## src/rtl/controller_pkg.sv

```systemverilog
`default_nettype none
// ============================================================================
// Module   : controller_pkg
// Purpose  : Shared constants for the debounced controller input processor.
//            Gives the bit index of each direction and button line, the
//            position of the "center" bit in the one-hot direction vector,
//            and the default debounce window.
// Revision : 1.0 - initial release
// ============================================================================
package controller_pkg;

  // Direction line indices. Index 0 has the highest priority.
  localparam int DIR_LEFT   = 0;
  localparam int DIR_RIGHT  = 1;
  localparam int DIR_UP     = 2;
  localparam int DIR_DOWN   = 3;

  // Bit 0 of the one-hot direction vector means "no direction held".
  localparam int CENTER_BIT = 0;

  // Button line indices.
  localparam int BTN_ATTACK = 0;
  localparam int BTN_SHIELD = 1;

  // Debounce window: about 10 ms at a 100 MHz clock.
  localparam int DEFAULT_DEBOUNCE_CYCLES = 1000000;

endpackage : controller_pkg
`default_nettype wire

```

## src/rtl/debounce_filter.sv

```systemverilog
`default_nettype none
// ============================================================================
// Module   : debounce_filter
// Purpose  : Synchronises and debounces one raw asynchronous input bit.
//            The bit passes through a SYNC_STAGES-deep flop chain. A change
//            is accepted only after the synchronised value has differed from
//            the accepted value for DEBOUNCE_CYCLES consecutive cycles.
// Ports    : clk    - system clock
//            reset  - asynchronous active-high reset
//            raw    - raw input bit, asynchronous to clk
//            stable - accepted (debounced) value
// Revision : 1.0 - initial release
// ============================================================================
module debounce_filter
  import controller_pkg::*;
#(
  parameter int   SYNC_STAGES     = 2,
  parameter int   DEBOUNCE_CYCLES = DEFAULT_DEBOUNCE_CYCLES,
  parameter logic RESET_VAL       = 1'b0,
  parameter int   CNT_W           = $clog2(DEBOUNCE_CYCLES + 1)
) (
  input  logic clk,
  input  logic reset,
  input  logic raw,
  output logic stable
);

  localparam logic [CNT_W-1:0] c_CNT_LAST = CNT_W'(DEBOUNCE_CYCLES - 1);

  logic [SYNC_STAGES-1:0] r_sync;
  logic [CNT_W-1:0]       r_cnt;
  logic                   r_stable;
  logic                   w_sync;

  assign w_sync = r_sync[SYNC_STAGES-1];

  // Synchroniser chain. It resets to the inactive level so that no false
  // edge is seen when reset is released.
  always_ff @(posedge clk or posedge reset) begin
    if (reset) begin
      r_sync <= {SYNC_STAGES{RESET_VAL}};
    end else begin
      r_sync <= {r_sync[SYNC_STAGES-2:0], raw};
    end
  end

  // Any return to the accepted value restarts the count. The change is
  // accepted only on the DEBOUNCE_CYCLES-th consecutive differing cycle.
  always_ff @(posedge clk or posedge reset) begin
    if (reset) begin
      r_cnt    <= '0;
      r_stable <= RESET_VAL;
    end else if (w_sync == r_stable) begin
      r_cnt    <= '0;
    end else if (r_cnt == c_CNT_LAST) begin
      r_cnt    <= '0;
      r_stable <= w_sync;
    end else begin
      r_cnt    <= r_cnt + 1'b1;
    end
  end

  assign stable = r_stable;

endmodule : debounce_filter
`default_nettype wire

```

## src/rtl/controller_debounced.sv

```systemverilog
`default_nettype none
// ============================================================================
// Module   : controller_debounced
// Purpose  : Controller input processor. Debounces every raw controller line,
//            priority-encodes the active-low direction lines into a one-hot
//            vector with a center bit, and produces button levels and
//            one-cycle press pulses. led_outputs is the board status word.
// Ports    : clk         - system clock
//            reset       - asynchronous active-high reset
//            dir_l       - raw direction lines, active low
//            btn         - raw button lines, active high
//            dir_onehot  - one-hot direction (bit 0 = center, bit i+1 = dir i)
//            btn_level   - debounced button levels
//            btn_press   - one-cycle pulse on each debounced button press
//            led_outputs - {btn_level, dir_onehot}
// Revision : 1.0 - initial release
// ============================================================================
module controller_debounced
  import controller_pkg::*;
#(
  parameter int NUM_DIRS        = 4,
  parameter int NUM_BTNS        = 2,
  parameter int SYNC_STAGES     = 2,
  parameter int DEBOUNCE_CYCLES = DEFAULT_DEBOUNCE_CYCLES,
  parameter int CNT_W           = $clog2(DEBOUNCE_CYCLES + 1)
) (
  input  logic                         clk,
  input  logic                         reset,
  input  logic [NUM_DIRS-1:0]          dir_l,
  input  logic [NUM_BTNS-1:0]          btn,
  output logic [NUM_DIRS:0]            dir_onehot,
  output logic [NUM_BTNS-1:0]          btn_level,
  output logic [NUM_BTNS-1:0]          btn_press,
  output logic [NUM_DIRS+NUM_BTNS:0]   led_outputs
);

  localparam logic [NUM_DIRS:0] c_DIR_IDLE = (NUM_DIRS + 1)'(1) << CENTER_BIT;

  logic [NUM_DIRS-1:0] w_dir_stable;
  logic [NUM_BTNS-1:0] w_btn_stable;
  logic [NUM_DIRS:0]   w_dir_next;

  logic [NUM_DIRS:0]   r_dir_onehot;
  logic [NUM_BTNS-1:0] r_btn_level;
  logic [NUM_BTNS-1:0] r_btn_press;

  // Direction lines idle high, so their filters reset to 1.
  generate
    for (genvar gi = 0; gi < NUM_DIRS; gi++) begin : g_dir
      debounce_filter #(
        .SYNC_STAGES     (SYNC_STAGES),
        .DEBOUNCE_CYCLES (DEBOUNCE_CYCLES),
        .RESET_VAL       (1'b1),
        .CNT_W           (CNT_W)
      ) u_filt (
        .clk    (clk),
        .reset  (reset),
        .raw    (dir_l[gi]),
        .stable (w_dir_stable[gi])
      );
    end : g_dir

    for (genvar gi = 0; gi < NUM_BTNS; gi++) begin : g_btn
      debounce_filter #(
        .SYNC_STAGES     (SYNC_STAGES),
        .DEBOUNCE_CYCLES (DEBOUNCE_CYCLES),
        .RESET_VAL       (1'b0),
        .CNT_W           (CNT_W)
      ) u_filt (
        .clk    (clk),
        .reset  (reset),
        .raw    (btn[gi]),
        .stable (w_btn_stable[gi])
      );
    end : g_btn
  endgenerate

  // Priority encoder: scanning from the highest index down lets the lowest
  // active index overwrite everything else, so exactly one bit is ever set.
  always_comb begin
    w_dir_next = c_DIR_IDLE;
    for (int i = NUM_DIRS - 1; i >= 0; i--) begin
      if (!w_dir_stable[i]) begin
        w_dir_next        = '0;
        w_dir_next[i + 1] = 1'b1;
      end
    end
  end

  // The press pulse is registered alongside the level. It is taken from the
  // new stable value and the level register's previous contents, so it lines
  // up with the first cycle btn_level reads 1.
  always_ff @(posedge clk or posedge reset) begin
    if (reset) begin
      r_dir_onehot <= c_DIR_IDLE;
      r_btn_level  <= '0;
      r_btn_press  <= '0;
    end else begin
      r_dir_onehot <= w_dir_next;
      r_btn_level  <= w_btn_stable;
      r_btn_press  <= w_btn_stable & ~r_btn_level;
    end
  end

  assign dir_onehot  = r_dir_onehot;
  assign btn_level   = r_btn_level;
  assign btn_press   = r_btn_press;
  assign led_outputs = {r_btn_level, r_dir_onehot};

endmodule : controller_debounced
`default_nettype wire

```

## config.mk

```make
export PLATFORM = sky130hd
export DESIGN_NAME = controller_debounced
export DESIGN_NICKNAME = d
export VERILOG_FILES = /design/src/rtl/controller_pkg.sv /design/src/rtl/debounce_filter.sv /design/src/rtl/controller_debounced.sv
export SDC_FILE = /design/constraint.sdc
export NUM_CORES = 1
export LEC_CHECK = 0
export BUFFER_PORTS_ARGS = -buffer_cell sky130_fd_sc_hd__buf_4
export CAP_MARGIN = 40
export CORE_ASPECT_RATIO = 0.5
export CORE_MARGIN = 2
export CORE_UTILIZATION = 40
export CTS_CLUSTER_DIAMETER = 30
export CTS_CLUSTER_SIZE = 30
export DETAILED_ROUTE_END_ITERATION = 7
export SYNTH_ARGS = -nofsm -noshare
export SYNTH_HDL_FRONTEND = slang
export SYNTH_SLANG_ARGS = --single-unit
export TNS_END_PERCENT = 5
```

## constraint.sdc

```tcl
create_clock -name clk -period 5.3 [get_ports clk]
set_input_delay 0.53 -clock clk [delete_from_list [all_inputs] [get_ports clk]]
set_output_delay 0.53 -clock clk [all_outputs]
set_load 0.1 [all_outputs]
```

## Word-level counts from Yosys, hierarchy flattened

Cells that the tools add are included.

- Register bits: 147
- Output and inout port bits: 16
- Logic and storage cells: 69

- Add/sub/neg operators: 6
- Equal/unequal tests: 12
- Mux-type cells: 16
- Bitwise gates (word level): 8
- Reduce and logical (&&, ||, !) cells: 6

Operator list:

| kind | number |
|---|---|
| 20-bit 2-to-1 mux | 12 |
| 20-bit by 1-bit adder with 20-bit output, second input constant | 6 |
| 20-bit == test, second input constant | 6 |
| 5-bit 2-to-1 mux | 4 |
| 2-bit AND reduction | 6 |
| 1-bit == test | 6 |
| 1-bit NOT | 6 |
| 2-bit bitwise AND | 1 |
| 2-bit NOT | 1 |

## Logic depth before layout (Yosys ltp)

Gate-level depths: netlist of run 1.

- Depth in word-level cells: 4
- Mapped depth: 6
- Gate-level depth less buffers: 5

## Modules after synthesis

A second synthesis of run 1 with hierarchy kept.

- Cells, all modules: 678
- Area, all modules: 7,060.5 sq um

By module, submodules not included:

| module | times used | cells each | area an instance (sq um) | sequential area each (sq um) |
|---|---|---|---|---|
| debounce_filter (g_dir[0].u_filt ...) | 4 | 109 | 1,122.3 | 579.3 |
| debounce_filter (g_btn[0].u_filt ...) | 2 | 109 | 1,118.6 | 575.6 |
| controller_debounced | 1 | 24 | 334.1 | 226.5 |

## Worst setup path after synthesis of run 1

Ideal clock, no wire load.

- Path kind: register to register
- Start: register g_btn[1].u_filt.r_cnt[6]
- End: register g_btn[1].u_filt.r_stable
- Library setup time: 0.125 ns
- Data arrival time: 1.929 ns
- Data required time: 5.175 ns
- Slack: 3.246 ns
- Stages on the path, launching flop included: 5
- Buffers on the path: 0
- Cells stage by stage: dfrtp_1 -> or4_1 -> or4_4 -> nor2_1 -> mux2_2

- Cells in the longest elaborated chain, start to end: 2

Ends and longest elaborated chain:

| what | line | source |
|---|---|---|
| start, declared | debounce_filter.sv:31 | `logic [CNT_W-1:0] r_cnt;` |
| start signal, assigned | debounce_filter.sv:59 | `r_cnt <= r_cnt + 1'b1;` |
| 20-bit == test | debounce_filter.sv:55 | `end else if (r_cnt == c_CNT_LAST) begin` |
| 2-bit AND reduction (no line) | -- |  |
| end signal, assigned | debounce_filter.sv:57 | `r_stable <= w_sync;` |
| end, declared | debounce_filter.sv:32 | `logic r_stable;` |

Every way passes these cells.
A chain may end at the register's enable or synchronous reset.

## Final worst setup path of run 1

- Start: register g_dir[2].u_filt.r_cnt[0]
- End: register g_dir[2].u_filt.r_cnt[8]

- Cells in the longest elaborated chain, start to end: 3
- Elaborated cells on any way between the ends: 4

Ends and longest elaborated chain:

| what | line | source |
|---|---|---|
| start, declared | debounce_filter.sv:31 |  |
| start signal, assigned | debounce_filter.sv:59 |  |
| 20-bit by 1-bit adder with 20-bit output or 20-bit == test (tied branches) | debounce_filter.sv:59, debounce_filter.sv:55 |  |
| 20-bit 2-to-1 mux * | debounce_filter.sv:55 |  |
| 20-bit 2-to-1 mux * | debounce_filter.sv:53 | `end else if (w_sync == r_stable) begin` |

Mark *: on every way between the ends. The rest lies on a longest branch, timed or not.

==> flow_metrics.tcl, run 1 <==
set metrics [dict create \
    gr-usage-met3 0.02925 \
    combPwrFrac 0.029 \
    post_cts_resized 0 \
    timing.final.crit_share 0.4168 \
    drt_first_pass_iters 5 \
    netlist_area_sq_um 6969 \
    sw_frac_of_total 0.2276 \
    final_util 0.4633 \
    dp_cells 930 \
    busiest_layer "met2" \
    ys_ff_latch 147 \
    regArea_sq_um 3695 \
    ys_seq_area_frac 0.5302 \
    yosys_warnings 0 \
    vias 4881 \
    avgRoutedWirePerCell_um 13.03 \
    numCtsBuffers 17 \
    wl_mm 12.54 \
    p_seq_frac 0.476 \
    worstPathMaxFanout 19 \
    hold_violations 0 \
    core_sq_um 17230 \
    drive_gt1_frac 0.1346 \
    status "finished clean" \
    power.switching_uw 551.5 \
    clock_path_buffers 2 \
    p_int_mw 1.872 \
    syn_nets 701 \
    drc 0 \
    syn_inst 687 \
    place.gp.congestion 0.7760 \
    leakagePower_nw 3.131 \
    ctsHoldBuffers 0 \
    path_clk_slew_ns 0.06 \
    gr-total-overflow 0 \
    ant_nets 0 \
    area_delta_synth_final_pct 14.52 \
    die_area_sq_um 18560 \
    grt_max_degree 69 \
    end_kind "register" \
    worst_slew_pin_slew_ns 0.7490 \
    viasPerCell 5.074 \
    start_kind "register" \
    p_per_area_nw_per_um2 303.6 \
    cts.sinks 147 \
    fmax_ghz 0.4526 \
    rsz0062_at_grt "no" \
    start_util 0.4045 \
    finalSetupViolations 0 \
    met2_usage 0.2322 \
    power.clock.fraction 0.495 \
    grt_first_pass_wirelength_mm 22.40 \
    grt_antenna_before_repair 0 \
    maxSlewHeadroom 0.5007 \
    crit_required_ns 5.57 \
    grtUsageTotal 0.1468 \
    ys_types 44 \
    holdCritPathClass "primary input to async pin" \
    skew_ns 0.01429 \
    rows 34 \
    multi_input_area_sq_um 3073 \
    drv_cap 0 \
    nNetsFinal 729 \
    nFillCells 1574 \
    hpwl_mm 8.138 \
    port_buffers 23 \
    clk_latency_ns 0.42 \
    worstSetupPathType "register to register" \
    die_y_um 97.34 \
    dr.first_iter.drc_count 269 \
    cp.arrival_ns 2.48 \
    vdd.ir_drop.worst_v 0.0002439 \
    htreeDepth 4 \
    syn_area_per_cell_sq_um 10.14 \
    tns_ns 0 \
    setup_ws_ns 3.091 \
    post-cts-setup-buffers 0 \
    post-place-ws_ns 3.057 \
    stdcell_count 962 \
    die_w_um 190.7 \
    root_buffer "clkbuf_16" \
    n_antenna_cell 0 \
    cts_tree "built" \
    period_needed_ns 2.209 \
    io-pin-count 24 \
    use_met1 0.1986 \
    slew_violations 0 \
    grt_pass1_vias 4830 \
]
-- synthesized netlist by cell type (all sizes together) --
library cell	n	area (sq um)
dfrtp	134	3353
nor2	107	401.6
xnor2	61	534.3
nand2	37	138.9
nand3	37	190.2
nand4	34	219.0
nor3	27	135.1
a21oi	25	125.1
inv	25	93.84
nor4	25	156.4
xor2	25	219.0
o21ai	21	127.6
dfstp	13	341.6
or4	12	101.3
buf	11	87.58
and2	10	62.56
and3	8	50.05
clkbuf	8	30.03
or3	8	50.05
and4	7	61.31
nand4b	7	61.31
o31ai	7	71.32
ha	6	75.07
mux2	6	67.56
nand3b	6	45.04
nor2b	4	25.02
a31o	3	26.28
or4b	3	30.03
mux2i	2	20.02
nand4bb	2	22.52
or2	2	12.51
nor3b	1	7.510
nor4b	1	8.760
o21a	1	7.510
o21ba	1	10.01
-- path summary, 6_finish.rpt --
check | from | endpoint | slack (ns) | depth (start not counted)
hold reg to reg | g_btn[0].u_filt.r_sync[0] | g_btn[0].u_filt.r_sync[1] | 0.35 | 0
max in group asynchronous | reset | g_dir[0].u_filt.r_sync[0] | 4.32 | 3
setup reg to reg | g_dir[2].u_filt.r_cnt[0] | g_dir[2].u_filt.r_cnt[8] | 3.09 | 5
setup / recovery | g_dir[2].u_filt.r_cnt[0] | g_dir[2].u_filt.r_cnt[8] | 3.09 | 5
hold / removal | reset | g_dir[3].u_filt.r_cnt[12] | 0.12 | 2
min in group clk | btn[0] | g_btn[0].u_filt.r_sync[0] | 0.21 | 1
-- sequential cells by signal, indices dropped and copies added, names as in the netlist --
signal / count
btn_press: 2
g_dir.u_filt.r_sync: 8
btn_level: 2
g_dir.u_filt.r_cnt: 80
g_btn.u_filt.r_sync: 4
g_dir.u_filt.stable: 4
g_btn.u_filt.r_cnt: 40
g_btn.u_filt.stable: 2
dir_onehot: 5
-- area by class of cell --
| cell class | instances | area share |
|---|---|---|
| clock buffers | 18 | 0.05502 |
| clock inverters | 14 | 0.01913 |
| inverters | 25 | 0.01238 |
| multi-input cells | 496 | 0.3850 |
| flip-flops and latches | 147 | 0.4629 |
| well taps | 234 | 0.03668 |
| repair buffers | 28 | 0.02884 |
-- layer usage --
metal  vias up  part of all wire
met5         -                 0
met4         0             0.014
li1       2469                 -
met2        40              0.45
met1      2356              0.51
met3        16             0.021
-- through the flow --
step	hold WS [ns]	power [mW]	area [sq um]
floorplan	0.3312	1.222	6969
global placement	0.3320	1.243	7362
detailed placement	0.3364	1.247	7390
CTS	0.1244	2.453	7981
global route	0.1380	2.521	7981
finish	0.1176	2.423	7981
-- layout by cell type, fill, tap and decap left out, drive strengths merged, types with 4 or more instances in the layout --
master / Yosys / routed
and3: 8 / 8
clkbuf: 8 / 18
o21ai: 21 / 21
nand4: 34 / 34
or3: 8 / 8
nor4: 25 / 25
and4: 7 / 7
xnor2: 61 / 61
nand4b: 7 / 7
xor2: 25 / 25
ha: 6 / 6
clkinvlp: 0 / 7
dfstp: 13 / 13
and2: 10 / 10
mux2: 6 / 6
or4: 12 / 12
nor2: 107 / 107
nand2: 37 / 37
a21oi: 25 / 25
nand3b: 6 / 6
nor3: 27 / 27
o31ai: 7 / 7
nor2b: 4 / 4
inv: 25 / 29
buf: 11 / 28
dfrtp: 134 / 134
nand3: 37 / 37
-- logic make-up after synthesis --
group | after synthesis | share of synthesized area
muxes | 8 | 0.01257
AOI/OAI and AO/OA | 58 | 0.05278
and+or+nand+nor | 338 | 0.2553
xor gates and xnor gates | 86 | 0.1081
adders and majority gates | 6 | 0.01077
buffers and inverters | 44 | 0.03034
DFF | 147 | 0.5302
-- power by group through the flow --
stage                     Clock, mW  Combinational (mW)  Sequential (mW)
final                          1.20              0.0692             1.15
after global routing           1.28              0.0816             1.16
after CTS                      1.23              0.0726             1.15
after detailed placement          0              0.0724             1.17
after global placement            0              0.0686             1.17
after floorplan                   0              0.0506             1.17
-- worst max-delay path, cell delays in order (launching register included) --
cell     delay, ns
dfrtp_1       0.40
ha_1          0.21
nand3_1       0.23
or2_2         0.41
o31ai_4       0.69
nor2_1        0.11
(Power assumes the default switching activity.)
==> run 2: changes to the inputs <==
==> constraint.sdc (replaced) <==
create_clock -name clk -period 1.8 [get_ports clk]
set_input_delay 0.18 -clock clk [delete_from_list [all_inputs] [get_ports clk]]
set_output_delay 0.18 -clock clk [all_outputs]
set_load 0.1 [all_outputs]
==> run 2 against run 1 <==
Net effect:
- the flow now finishes with violations (setup timing)
- via count rose by 8.1%
- core utilization grew 4.5 points
- total power increased to 3.0 times the previous value
- worst hold slack better by 0.23 ns
- clock skew is 0.0050 ns lower
- die area is the same
- cell area is 9.7% higher
- routed wire length increased by 7.7%
- cell count increased by 8.9%
==> flow_metrics.tcl, run 2 (synthesis results as in run 1) <==
set metrics [dict create \
    cts.sinks 147 \
    multi_input_area_sq_um 3128 \
    cts_tree "built" \
    grt_antenna_before_repair 0 \
    mostFrequentLayoutCell "dfrtp_1" \
    start_kind "register" \
    place.gp.congestion 0.8035 \
    dp_cells 1009 \
    holdPathStages 0 \
    finalSetupViolations 41 \
    worst_slew_pin_slew_ns 0.5092 \
    worstPathMaxFanout 19 \
    leakagePower_nw 3.597 \
    n_antenna_cell 0 \
    whs_ns 0.3486 \
    clk_latency_ns 0.42 \
    crit_required_ns 2.10 \
    drt_first_pass_iters 4 \
    combPwrFrac 0.037 \
    p_per_area_nw_per_um2 839.6 \
    grt_pass1_vias 5320 \
    cp.arrival_ns 2.26 \
    avgRoutedWirePerCell_um 12.88 \
    die_w_um 190.7 \
    hold_end "g_btn[1].u_filt.r_sync[1]" \
    reg.largest.list "g_dir.u_filt.r_cnt: 80 flops, g_btn.u_filt.r_cnt: 40 flops, g_dir.u_filt.r_sync: 8 flops" \
    final_util 0.5080 \
    status "complete, but fails checks" \
    drc 0 \
    hold_violations 0 \
    power.clock.fraction 0.501 \
    p_seq_frac 0.462 \
    maxSlewHeadroom 0.6579 \
    viasPerCell 5.035 \
    die_area_sq_um 18560 \
    skew_ns 0.009324 \
    path_clk_slew_ns 0.06 \
    worstRegToRegCells 5 \
    numCtsBuffers 17 \
    area_delta_synth_final_pct 25.58 \
    grt_max_degree 95 \
    worstHoldStart "g_btn[1].u_filt.r_sync[0]" \
    core_sq_um 17230 \
    worstSetupPathType "register to register" \
    gr-total-overflow 0 \
    io-pin-count 24 \
    grtUsageTotal 0.1618 \
    sw_frac_of_total 0.2268 \
    violations "setup timing" \
    regArea_sq_um 3695 \
    die_y_um 97.34 \
    start_util 0.4045 \
    regMostFlops "g_dir.u_filt.r_cnt" \
    wl_mm 13.50 \
    p_int_mw 5.681 \
    end_kind "register" \
    dr.first_iter.drc_count 290 \
    largest_reg_flops 80 \
    nNetsFinal 815 \
    nFillCells 1549 \
    grt_first_pass_wirelength_mm 24.53 \
    setup_ws_ns -0.1583 \
    clock_path_buffers 2 \
    port_buffers 23 \
    htreeDepth 4 \
    power.switching_mw 1.667 \
    slew_violations 0 \
    drv_cap 0 \
    r2r-start "g_dir[0].u_filt.r_cnt[15]" \
    final_cell_mix "dfrtp_1 (134), nor2_1 (105), buf_4 (101)" \
    holdCritPathClass "register to register" \
    vias 5277 \
    rrSetupSlack_ns -0.16 \
    ant_nets 0 \
    period_needed_ns 1.958 \
    r2r-end "g_dir[0].u_filt.r_cnt[7]" \
    fmax_ghz 0.5106 \
    root_buffer "clkbuf_16" \
    timing.final.crit_share 1.088 \
    drive_gt1_frac 0.2248 \
    stdcell_count 1048 \
    rsz0062_at_grt "yes" \
    vdd.ir_drop.worst_v 0.0006063 \
    hpwl_mm 9.297 \
    rows 34 \
]
run 2: cell count changes in the layout (fill, tap and decap cells not counted), moves of 3 or more:
cell,before,now
buf_4,27,101
dlygate4sd3_1,0,7
clkinvlp_4,7,2
buf_12,0,4
clkinv_4,0,3
or4_1,9,6
or4_4,3,6
run 2: metrics by stage:
step	instance area, sq um	total power, mW	setup TNS [ns]	setup slack, ns
floorplan	6980	3.599	-36.69	-0.2164
global placement	8019	3.708	-4.798	-0.1935
detailed placement	8019	3.715	-5.489	-0.1946
CTS	8716	7.441	-5.487	-0.1727
global route	8752	7.664	-6.991	-0.1982
finish	8752	7.348	-4.964	-0.1583
run 2: worst max-delay path by stage:
stage                               from                   endpoint  cells past startpoint
3_5_place_dp    g_btn[1].u_filt.r_cnt[6]     g_btn[1].u_filt.stable                      4
2_1_floorplan                      reset               btn_level[0]                      1
4_1_cts        g_btn[1].u_filt.r_cnt[15]     g_btn[1].u_filt.stable                      4
6_report       g_dir[0].u_filt.r_cnt[15]   g_dir[0].u_filt.r_cnt[7]                      5
3_3_place_gp    g_btn[1].u_filt.r_cnt[6]     g_btn[1].u_filt.stable                      4
5_1_grt        g_dir[0].u_filt.r_cnt[12]  g_dir[0].u_filt.r_cnt[15]                      5
run 2: critical path, stage by stage (launching register included):
cell,delay [ns]
dfrtp_1,0.38
or4_4,0.52
or4_4,0.55
o21ai_4,0.16
buf_12,0.16
nor2_1,0.06
run 2: layer usage:
metal	vias up	track usage	routed length [um]
met5	-	0	0
met4	0	0.05426	129
met3	13	0.03106	277
met2	49	0.2627	6339
met1	2574	0.2181	6756
li1	2641	-	-
run 2: timing repair:
item | CTS | global route
endpoints found under the hold margin | 140 | 0
resized for setup | 4 | 11
buffers inserted | 0 | 0
pin swaps | 10 | 3
setup endpoints to repair | 59 | 100
hold buffers | 7 | 0
run 2: cell type report:
cell class	count	share of cell area
Clock buffer	19	0.04946
Clock inverter	13	0.02001
Inverter	25	0.01115
Multi-Input combinational cell	496	0.3574
Sequential cell	147	0.4222
Tap cell	234	0.03345
Timing Repair Buffer	114	0.1064
run 2: power by group through the flow:
| stage | clock (mW) | combinational [mW] | sequential [mW] |
|---|---|---|---|
| 2_1_floorplan | 0 | 0.150 | 3.45 |
| 3_3_place_gp | 0 | 0.256 | 3.45 |
| 3_5_place_dp | 0 | 0.261 | 3.45 |
| 4_1_cts | 3.77 | 0.275 | 3.39 |
| 5_1_grt | 3.95 | 0.311 | 3.40 |
| 6_report | 3.68 | 0.269 | 3.39 |
==> run 3: changes to the inputs <==
--- a/config.mk
+++ b/config.mk
@@ -5,7 +5,7 @@
 export SDC_FILE = /design/constraint.sdc
 export NUM_CORES = 1
 export LEC_CHECK = 0
-export BUFFER_PORTS_ARGS = -buffer_cell sky130_fd_sc_hd__buf_4
+export BUFFER_PORTS_ARGS = -buffer_cell sky130_fd_sc_hd__buf_2
 export CAP_MARGIN = 40
 export CORE_ASPECT_RATIO = 0.5
 export CORE_MARGIN = 2
@@ -15,5 +15,6 @@
 export DETAILED_ROUTE_END_ITERATION = 7
 export SYNTH_ARGS = -nofsm -noshare
 export SYNTH_HDL_FRONTEND = slang
+export SYNTH_HIERARCHICAL = 1
 export SYNTH_SLANG_ARGS = --single-unit
 export TNS_END_PERCENT = 5
==> run 3 against run 2 <==
Net effect:
- highest routed layer unchanged
- fmax grew 12%
- combinational power shrank 16%
- cell area shrank 2.8%
- core utilization shrank 1.7 points
- the run now ends clean
==> flow_metrics.tcl, run 3 <==
set metrics [dict create \
    drt_first_pass_iters 4 \
    r2r-end "g_dir[0].u_filt/r_cnt[18]" \
    maxSlewHeadroom 0.6016 \
    clock_path_buffers 2 \
    syn_inst 678 \
    rsz0062_at_grt "yes" \
    start_util 0.4078 \
    hold_violations 0 \
    mostFrequentLayoutCell "dfrtp_1" \
    yosys-top-cells-area "dfrtp_1 (47%), xnor2_1 (8.2%), nor2_1 (6.1%)" \
    n_antenna_cell 0 \
    yosys_warnings 6 \
    final_cell_mix "dfrtp_1 (134), nor2_1 (109), xnor2_1 (66)" \
    core_sq_um 17310 \
    worstSetupPathType "register to register" \
    wl_met2_mm 6.227 \
    avgRoutedWirePerCell_um 13.07 \
    path_clk_slew_ns 0.06 \
    dr.first_iter.drc_count 272 \
    hold_end "g_dir[1].u_filt/r_sync[1]" \
    nNetsFinal 779 \
    regMostFlops "g_dir.u_filt/r_cnt" \
    fmax_ghz 0.5709 \
    reg.largest.list "g_dir.u_filt/r_cnt: 80 flops, g_btn.u_filt/r_cnt: 40 flops, g_dir.u_filt/r_sync: 8 flops" \
    worst_slew_pin_slew_ns 0.5969 \
    worstHoldStart "g_dir[1].u_filt/r_sync[0]" \
    largest_reg_flops 80 \
    die_w_um 191.9 \
    dp_cells 973 \
    wl_met1_mm 6.529 \
    wl_mm 13.22 \
    hpwl_mm 9.157 \
    finalSetupViolations 0 \
    ys.flop_type "dfrtp_1" \
    ys_seq_area_frac 0.5233 \
    whs_ns 0.3596 \
    cts_tree "built" \
    synth_edf_count 0 \
    worstRegToRegCells 5 \
    synth_top_area_share 0.4749 \
    nFillCells 1544 \
    root_buffer "clkbuf_16" \
    status "finished clean" \
    crit_required_ns 2.10 \
    stdcell_count 1012 \
    syn_area_per_cell_sq_um 10.41 \
    drc 0 \
    yosys.area.top_type "dfrtp_1" \
    ant_nets 0 \
    met3WireLength_um 297 \
    holdCritPathClass "register to register" \
    rrSetupSlack_ns 0.05 \
    synthArstFlopShare 1.000 \
    clk_latency_ns 0.42 \
    p_per_area_nw_per_um2 833.6 \
    syn_nets 692 \
    synth.most_common_cell "dfrtp_1" \
    slew_violations 0 \
    port_buffers 23 \
    ys_ff_latch 147 \
    final_util 0.4915 \
    place.gp.congestion 0.8009 \
    grt_pass1_vias 4947 \
    htreeDepth 4 \
    drive_gt1_frac 0.2044 \
    synth_commonest_cells "dfrtp_1 (134), nor2_1 (114), xnor2_1 (66)" \
    numCtsBuffers 17 \
    leakagePower_nw 3.619 \
    ys_types 31 \
    worstPathMaxFanout 5 \
    grtUsageTotal 0.1558 \
    start_kind "register" \
    rows 34 \
    die_y_um 97.95 \
    r2r-start "g_dir[0].u_filt/r_cnt[0]" \
    highest_layer "met4" \
    grt_max_degree 24 \
    drv_cap 0 \
    cp.arrival_ns 2.05 \
    holdPathStages 0 \
    area_delta_synth_final_pct 20.52 \
    vdd.ir_drop.worst_v 0.0007304 \
    period_needed_ns 1.752 \
    skew_ns 0.009408 \
    die_area_sq_um 18790 \
    timing.final.crit_share 0.9732 \
    grt_first_pass_wirelength_mm 23.41 \
    grt_antenna_before_repair 0 \
    vias 5005 \
    end_kind "register" \
    cts.sinks 147 \
    netlist_area_sq_um 7061 \
    viasPerCell 4.946 \
    gr-total-overflow 0 \
    io-pin-count 24 \
]
[run 3: cell types whose count changed in the layout (fill, tap and decap cells not counted), sizes merged, moves of 10 or more]
cell / delta
a21oi: -13
mux2i: +10
buf: -33
nor4b: +11
inv: +10
[run 3: worst max path at each step]
| stage | from | endpoint | depth (start not counted) |
|---|---|---|---|
| CTS | g_btn[0].u_filt/r_cnt[0] | g_btn[0].u_filt/r_cnt[18] | 5 |
| finish | g_dir[0].u_filt/r_cnt[0] | g_dir[0].u_filt/r_cnt[18] | 5 |
| global route | g_dir[0].u_filt/r_cnt[0] | g_dir[0].u_filt/r_cnt[18] | 5 |
| global placement | g_btn[1].u_filt/r_cnt[0] | g_btn[1].u_filt/r_cnt[18] | 5 |
| detailed placement | g_btn[1].u_filt/r_cnt[0] | g_btn[1].u_filt/r_cnt[18] | 5 |
| floorplan | g_btn[0].u_filt/r_cnt[4] | g_btn[0].u_filt/r_cnt[17] | 4 |
[run 3: logic make-up (layout without fill, tap and decap cells)]
group / count (synthesis) / in the layout / synth area share
compound gates: 30 / 30 / 0.02446
mux: 18 / 18 / 0.02658
simple gates: 336 / 336 / 0.2672
fa+ha+maj: 6 / 6 / 0.01063
buf+inv: 45 / 145 / 0.02871
flops: 147 / 147 / 0.5233
xor+xnor: 96 / 96 / 0.1191
[run 3: critical path, cell delays in order, from the launching register on]
cell and delay (ns):
dfrtp_1 0.40, ha_1 0.23, nand3_1 0.19, nor4_4 0.41
mux2i_1 0.13, nor4b_1 0.30
[run 3: final cells by class]
cell class                      instances  area [sq um]  share of cell area
Multi-Input combinational cell        486          3239              0.3807
Sequential cell                       147          3695              0.4342
Inverter                               32         120.1             0.01412
Clock inverter                         14         142.6             0.01676
Tap cell                              234         292.8             0.03441
Timing Repair Buffer                   81         580.6             0.06823
Clock buffer                           18         439.2             0.05161
[run 3: power breakdown]
| part | leakage [nW] | internal, mW | switching, mW |
|---|---|---|---|
| clock network | 0.282 | 1.98 | 1.48 |
| logic | 1.36 | 0.0809 | 0.146 |
| registers | 1.98 | 3.36 | 0.0459 |
[run 3: metal layers]
layer,vias up,track usage
met5,-,0
met4,0,0.05266
met3,11,0.03774
met2,49,0.2488
met1,2412,0.2088
li1,2533,-
[run 3: timing repair]
action,4_1_cts,5_1_grt
hold buffers,7,0
endpoints found under the hold margin,122,0
setup buffers,0,0
cloned,0,0
resized for setup,1,13
setup endpoints to repair,1,12
pin swaps,0,5
[run 3: per-stage QoR]
step	TNS, ns	worst slack [ns]	total power [mW]	instance area, sq um
floorplan	0	0.1813	3.595	7061
global placement	0	0.07635	3.682	7781
detailed placement	0	0.01904	3.686	7781
CTS	0	0.01532	7.220	8442
global route	-0.2095	-0.04661	7.407	8509
finish	0	0.04828	7.093	8509
